$ cat src/rtl/intercon_arbiter_pkg.sv
// Shared definitions for the Wishbone master-port arbiter: bus widths,
// arbiter FSM states and a helper for sizing the watchdog counter.
package intercon_arbiter_pkg;

    localparam int WB_ADR_W = 32;
    localparam int WB_DAT_W = 32;
    localparam int WB_SEL_W = 4;

    typedef enum logic [1:0] {
        ST_IDLE = 2'd0,
        ST_BUSY = 2'd1,
        ST_ERR  = 2'd2
    } arb_state_e;

    // The watchdog only has to count up to TIMEOUT_CYCLES-1 before it fires;
    // a disabled watchdog still needs a legal one-bit counter.
    function automatic int wdog_width(input int timeout);
        if (timeout < 2) begin
            return 1;
        end
        return $clog2(timeout + 1);
    endfunction

endpackage

$ cat src/rtl/intercon_rr_pick.sv
// Combinational round-robin picker. Given the request vector and the one-hot
// pointer of the last winner, returns a one-hot grant for the first requester
// strictly after the last winner, wrapping around to bit 0.
module intercon_rr_pick #(
    parameter int N = 4
) (
    input  logic [N-1:0] req_i,
    input  logic [N-1:0] last_i,
    output logic [N-1:0] gnt_o
);

    logic [N-1:0] above_mask;
    logic [N-1:0] req_above;
    logic [N-1:0] pick_src;

    // Prefer requesters above the last winner; if none, wrap and take the
    // lowest requester overall. Lowest set bit is isolated with x & -x.
    always_comb begin
        above_mask = ~(last_i | (last_i - 1'b1));
        req_above  = req_i & above_mask;
        pick_src   = (req_above != '0) ? req_above : req_i;
        gnt_o      = pick_src & (~pick_src + 1'b1);
    end

endmodule

$ cat src/rtl/intercon_arbiter.sv
// Round-robin, whole-cycle arbiter for the single Wishbone master port of the
// interconnect. A granted master owns the bus until it drops cyc; a per-beat
// watchdog turns a hung stb into a one-cycle error back to the requester.
module intercon_arbiter
    import intercon_arbiter_pkg::*;
#(
    parameter int NUM_MASTERS    = 4,
    parameter int TIMEOUT_CYCLES = 255
) (
    input  logic                            clk,
    input  logic                            rst,
    input  logic [NUM_MASTERS-1:0]          m_cyc_i,
    input  logic [NUM_MASTERS-1:0]          m_stb_i,
    input  logic [NUM_MASTERS-1:0]          m_we_i,
    input  logic [WB_SEL_W*NUM_MASTERS-1:0] m_sel_i,
    input  logic [WB_ADR_W*NUM_MASTERS-1:0] m_adr_i,
    input  logic [WB_DAT_W*NUM_MASTERS-1:0] m_dat_i,
    output logic [WB_DAT_W-1:0]             m_dat_o,
    output logic [NUM_MASTERS-1:0]          m_ack_o,
    output logic [NUM_MASTERS-1:0]          m_err_o,
    output logic                            bus_cyc_o,
    output logic                            bus_stb_o,
    output logic                            bus_we_o,
    output logic [WB_SEL_W-1:0]             bus_sel_o,
    output logic [WB_ADR_W-1:0]             bus_adr_o,
    output logic [WB_DAT_W-1:0]             bus_dat_o,
    input  logic [WB_DAT_W-1:0]             bus_dat_i,
    input  logic                            bus_ack_i,
    output logic [NUM_MASTERS-1:0]          grant_o
);

    localparam int WD_W = wdog_width(TIMEOUT_CYCLES);
    localparam logic [WD_W-1:0] WD_LAST =
        (TIMEOUT_CYCLES == 0) ? '0 : WD_W'(TIMEOUT_CYCLES - 1);
    localparam logic [NUM_MASTERS-1:0] LAST_RESET =
        {1'b1, {(NUM_MASTERS-1){1'b0}}};

    arb_state_e              state_q, state_d;
    logic [NUM_MASTERS-1:0]  grant_q, grant_d;
    logic [NUM_MASTERS-1:0]  last_q, last_d;
    logic [WD_W-1:0]         wdog_q, wdog_d;
    logic [NUM_MASTERS-1:0]  pick_gnt;

    logic                    g_cyc;
    logic                    g_stb;
    logic                    g_we;
    logic [WB_SEL_W-1:0]     g_sel;
    logic [WB_ADR_W-1:0]     g_adr;
    logic [WB_DAT_W-1:0]     g_dat;

    intercon_rr_pick #(
        .N (NUM_MASTERS)
    ) u_pick (
        .req_i  (m_cyc_i),
        .last_i (last_q),
        .gnt_o  (pick_gnt)
    );

    // Select the granted master's request signals; grant is one-hot or zero.
    always_comb begin
        g_cyc = 1'b0;
        g_stb = 1'b0;
        g_we  = 1'b0;
        g_sel = '0;
        g_adr = '0;
        g_dat = '0;
        for (int k = 0; k < NUM_MASTERS; k++) begin
            if (grant_q[k]) begin
                g_cyc = m_cyc_i[k];
                g_stb = m_stb_i[k];
                g_we  = m_we_i[k];
                g_sel = m_sel_i[WB_SEL_W*k +: WB_SEL_W];
                g_adr = m_adr_i[WB_ADR_W*k +: WB_ADR_W];
                g_dat = m_dat_i[WB_DAT_W*k +: WB_DAT_W];
            end
        end
    end

    // Bus and requester outputs are decoded from the registered state so a
    // reset removes them immediately, without waiting for a clock edge.
    always_comb begin
        bus_cyc_o = 1'b0;
        bus_stb_o = 1'b0;
        bus_we_o  = 1'b0;
        bus_sel_o = '0;
        bus_adr_o = '0;
        bus_dat_o = '0;
        m_ack_o   = '0;
        m_err_o   = '0;
        case (state_q)
            ST_BUSY: begin
                bus_cyc_o = g_cyc;
                bus_stb_o = g_cyc & g_stb;
                bus_we_o  = g_we;
                bus_sel_o = g_sel;
                bus_adr_o = g_adr;
                bus_dat_o = g_dat;
                m_ack_o   = grant_q & {NUM_MASTERS{bus_ack_i}};
            end
            ST_ERR: begin
                m_err_o = grant_q;
            end
            default: begin
            end
        endcase
    end

    assign m_dat_o = bus_dat_i;
    assign grant_o = grant_q;

    // Next-state logic: arbitrate in IDLE, hold the grant through BUSY until
    // cyc drops, and run the stb-without-ack watchdog during BUSY.
    always_comb begin
        state_d = state_q;
        grant_d = grant_q;
        last_d  = last_q;
        wdog_d  = wdog_q;
        case (state_q)
            ST_IDLE: begin
                grant_d = '0;
                wdog_d  = '0;
                if (|m_cyc_i) begin
                    grant_d = pick_gnt;
                    last_d  = pick_gnt;
                    state_d = ST_BUSY;
                end
            end
            ST_BUSY: begin
                if (!g_cyc) begin
                    state_d = ST_IDLE;
                    grant_d = '0;
                    wdog_d  = '0;
                end else if (!g_stb || bus_ack_i) begin
                    wdog_d = '0;
                end else if ((TIMEOUT_CYCLES != 0) && (wdog_q == WD_LAST)) begin
                    state_d = ST_ERR;
                    wdog_d  = '0;
                end else if (wdog_q != '1) begin
                    wdog_d = wdog_q + 1'b1;
                end
            end
            ST_ERR: begin
                state_d = ST_IDLE;
                grant_d = '0;
                wdog_d  = '0;
            end
            default: begin
                state_d = ST_IDLE;
                grant_d = '0;
                wdog_d  = '0;
            end
        endcase
    end

    // State registers; the pointer resets to the top master so master 0 wins first.
    always_ff @(posedge clk or negedge rst) begin
        if (!rst) begin
            state_q <= ST_IDLE;
            grant_q <= '0;
            last_q  <= LAST_RESET;
            wdog_q  <= '0;
        end else begin
            state_q <= state_d;
            grant_q <= grant_d;
            last_q  <= last_d;
            wdog_q  <= wdog_d;
        end
    end

endmodule

$ cat config.mk
export PLATFORM = sky130hd
export DESIGN_NAME = intercon_arbiter
export DESIGN_NICKNAME = d
export VERILOG_FILES = /design/src/rtl/intercon_arbiter_pkg.sv /design/src/rtl/intercon_rr_pick.sv /design/src/rtl/intercon_arbiter.sv
export SDC_FILE = /design/constraint.sdc
export NUM_CORES = 1
export LEC_CHECK = 0
export CORE_AREA = 2 2 167 169
export CTS_BUF_LIST = sky130_fd_sc_hd__clkbuf_16
export DETAILED_ROUTE_END_ITERATION = 10
export DIE_AREA = 0 0 169 171
export DONT_BUFFER_PORTS = 1
export PLACE_DENSITY = 0.3
export SLEW_MARGIN = 20
export SYNTH_ARGS = -nofsm -noshare
export SYNTH_HDL_FRONTEND = slang
export SYNTH_SLANG_ARGS = --single-unit
$ cat constraint.sdc
create_clock -name clk -period 2 [get_ports clk]
set_input_delay 0.3 -clock clk [delete_from_list [all_inputs] [get_ports clk]]
set_output_delay 0.3 -clock clk [all_outputs]
set_load 0.1 [all_outputs]
==> impl_metrics.env <==
export IMPL_antenna_left=0
export IMPL_place_gp_congestion=0.716
export IMPL_worstSkewPairLatency_ns=0.25
export IMPL_tightest_slew_ns=0.905
export IMPL_fmax_mhz=459
export IMPL_die_y_um=171
export IMPL_yosysTopAreaCell="a22o_1"
export IMPL_syn_to_final_growth_pct=55.1
export IMPL_syn_inst=483
export IMPL_fillers=3021
export IMPL_setup_tns_ns=-8.43
export IMPL_ys_seq_elements=18
export IMPL_dr_wl_met3_um=1270
export IMPL_layoutNonFillerInstCount=810
export IMPL_finalClockSkew_ns=0.00548
export IMPL_cp_start_kind="register"
export IMPL_drt_iter0_drc=172
export IMPL_hold_violations=0
export IMPL_p_switching_uw=8630
export IMPL_rsz0062_at_grt="yes"
export IMPL_period_share_pct=109
export IMPL_layout_commonest_cell="nand2_1"
export IMPL_fin_ws_ns=-0.180
export IMPL_clock_path_buffers=2
export IMPL_holdWs_ns=0.171
export IMPL_grt_pass1_vias=3786
export IMPL_layout_nets=785
export IMPL_wl_um=19900
export IMPL_power_density_nw_per_um2=2440
export IMPL_crit_required_ns=1.70
export IMPL_cp_arrival_ns=1.88
export IMPL_p_leak_uw=0.00192
export IMPL_m1WireLength_um=8380
export IMPL_placedCellCount=782
export IMPL_comb_power_share_pct=91.9
export IMPL_status="complete, but fails checks"
export IMPL_period_minus_slack_ns=2.18
export IMPL_r2r_setup_slack_ns=0.07
export IMPL_drc=0
export IMPL_overflow=0
export IMPL_drive_above_1_share_pct=42.8
export IMPL_violations="setup timing"
export IMPL_ios=434
export IMPL_yosys_warnings=0
export IMPL_synth_cell_type_count=48
export IMPL_max_cap_viol_count=0
export IMPL_final_cell_mix="82 x nand2_1, 69 x a22o_4, 43 x o21ai_1"
export IMPL_endpoint_kind="output pin"
export IMPL_ff2ff_path_depth=6
export IMPL_cts_root_buf="clkbuf_16"
export IMPL_wl_per_cell_um=24.6
export IMPL_ys_flop_type="dfrtp_1"
export IMPL_critical_path_max_fanout=26
export IMPL_avgSynthCellArea_um2=6.92
export IMPL_intPower_uw=4000
export IMPL_coreArea_um2=27300
export IMPL_portBuffers=0
export IMPL_sw_frac_of_total_pct=68.3
export IMPL_clockPowerShare_pct=3.3
export IMPL_die_area_um2=28900
export IMPL_ys_seq_area_share_pct=13.5
export IMPL_dr_total_vias=4000
export IMPL_grt_total_usage_pct=11.1
export IMPL_rows=61
export IMPL_grt_max_degree=74
export IMPL_setup_violations=70
export IMPL_cts_num_sinks=18
export IMPL_first_pass_iters=5
export IMPL_synthArstFlopShare_pct=100
export IMPL_reg2reg_from="grant_o[1]"
export IMPL_slew_headroom_pct=39.5
export IMPL_hold_path_depth=2
export IMPL_syn_num_nets=804
export IMPL_via_per_inst=4.94
export IMPL_syn_cell_area_um2=3340
export IMPL_hpwl_um=14200
export IMPL_netlist_area_leader_share_pct=18.1
export IMPL_pre_cts_ws_ns=-0.0432
export IMPL_hold_start="m_cyc_i[3]"
export IMPL_route_met2_wl_um=9990
export IMPL_critical_path_class="reg -> out"
export IMPL_maxSlewViolCount=0
export IMPL_synth_area_leaders="a22o_1 18%, a22oi_1 15%, dfrtp_1 13%, o21ai_0 12%, nand2_1 9.3%"
export IMPL_cts_clk_slew_worst_paths_ns=0.06
export IMPL_sequentialPowerShare_pct=4.8
export IMPL_synth_edf_count=0
export IMPL_cts_buffers_inserted=3
export IMPL_min_to="grant_o[3]"
export IMPL_cts_tree="yes"
export IMPL_critPathLaunch="grant_o[1]"
export IMPL_start_util_pct=12.2
export IMPL_highest_layer="met5"
export IMPL_h_tree_depth=1
export IMPL_peakVddDrop_v=0.00108
export IMPL_reg2reg_to="wdog_q[6]"
export IMPL_grt_pass1_wl_um=24100
export IMPL_holdCritPathClass="in -> reg"
export IMPL_die_w_um=169
export IMPL_grt_antenna_before_repair=2
==> layout make-up <==
class                           count  area (um^2)  share of cell area, %
Antenna cell                        1         2.50                 0.0483
Clock buffer                        3         75.1                   1.45
Clock inverter                      1         3.75                 0.0724
Inverter                            5         22.5                  0.434
Multi-Input combinational cell    379         3270                   63.2
Sequential cell                    18          467                   9.00
Tap cell                          346          433                   8.35
Timing Repair Buffer               57          907                   17.5
==> power groups by stage <==
stage	Sequential, uW	Clock [uW]	Combinational, uW
2_1_floorplan	771	0	9130
3_5_place_dp	608	0	10300
4_1_cts	595	430	11000
3_3_place_gp	604	0	10200
6_report	607	415	11600
5_1_grt	622	444	12100
==> timing repair <==
action,4_1_cts,5_1_grt
setup endpoints to repair,71,78
gates resized for setup,60,36
endpoints found under the hold margin,18,0
hold buffers,1,0
pin swaps,26,46
setup buffers,4,7
gates cloned,4,7
==> stage by stage <==
step | cell area [um^2] | util [%] | power (uW)
4_1_cts | 4790 | 17.5 | 12000
3_5_place_dp | 4480 | 16.4 | 10900
3_3_place_gp | 4480 | 16.4 | 10800
6_report | 5180 | 19.0 | 12600
5_1_grt | 5180 | 19.0 | 13100
2_1_floorplan | 4090 | - | 9900
==> synth_stat cells (2+ instances only) <==
library cell	number
buf_4	34
o21ai_0	80
a22oi_1	69
nand3_1	4
and2_1	5
a31oi_1	2
nor3_1	7
o211ai_1	3
nor2b_1	10
ha_1	2
dfrtp_1	17
buf_2	21
clkbuf_1	24
xor2_1	2
o21ai_1	2
nor3b_1	3
inv_1	5
a21o_1	2
nor2_1	5
a22o_1	69
nand2_1	83
and3_1	7
o31ai_1	2
==> cells by family (layout without fill, tap and decap cells) <==
family / after synthesis / in the layout / share of synthesized area [%]
AOI/OAI and AO/OA: 240 / 240 / 51.0
DFF: 18 / 18 / 13.5
buffers and inverters: 86 / 66 / 14.5
other: 0 / 1 / 0
adders and majority gates: 2 / 2 / 0.748
xor gates and xnor gates: 3 / 3 / 0.786
and+or+nand+nor: 134 / 134 / 19.4
==> worst max-delay path, cell delays in order (launching register included) <==
cell     delay (ns)
dfrtp_4        0.51
nor2b_4        0.21
buf_12         0.21
a22oi_1        0.10
o21ai_1        0.14
buf_4          0.13
a22o_4         0.29
==> worst max path at each step <==
stage               slack [ns]  depth (start not counted)            end
finish                   -0.18                          6  bus_dat_o[25]
floorplan                -0.12                          7     grant_o[0]
detailed placement       -0.04                          5  bus_adr_o[13]
global route             -0.24                          6  bus_dat_o[25]
global placement         -0.02                          5  bus_adr_o[13]
CTS                      -0.21                          5      bus_stb_o
==> per-layer routing <==
| metal | global-route usage (%) | vias to the layer above |
|---|---|---|
| met5 | 0 | - |
| met4 | 2.19 | 2 |
| met3 | 1.92 | 22 |
| met2 | 19.4 | 256 |
| met1 | 14.3 | 1931 |
| li1 | - | 1789 |
==> registers in the layout, indices dropped and copies added (netlist names) <==
name,flops
wdog_q,8
grant_o,4
last_q,4
state_q,2
(Power assumes the default switching activity.)
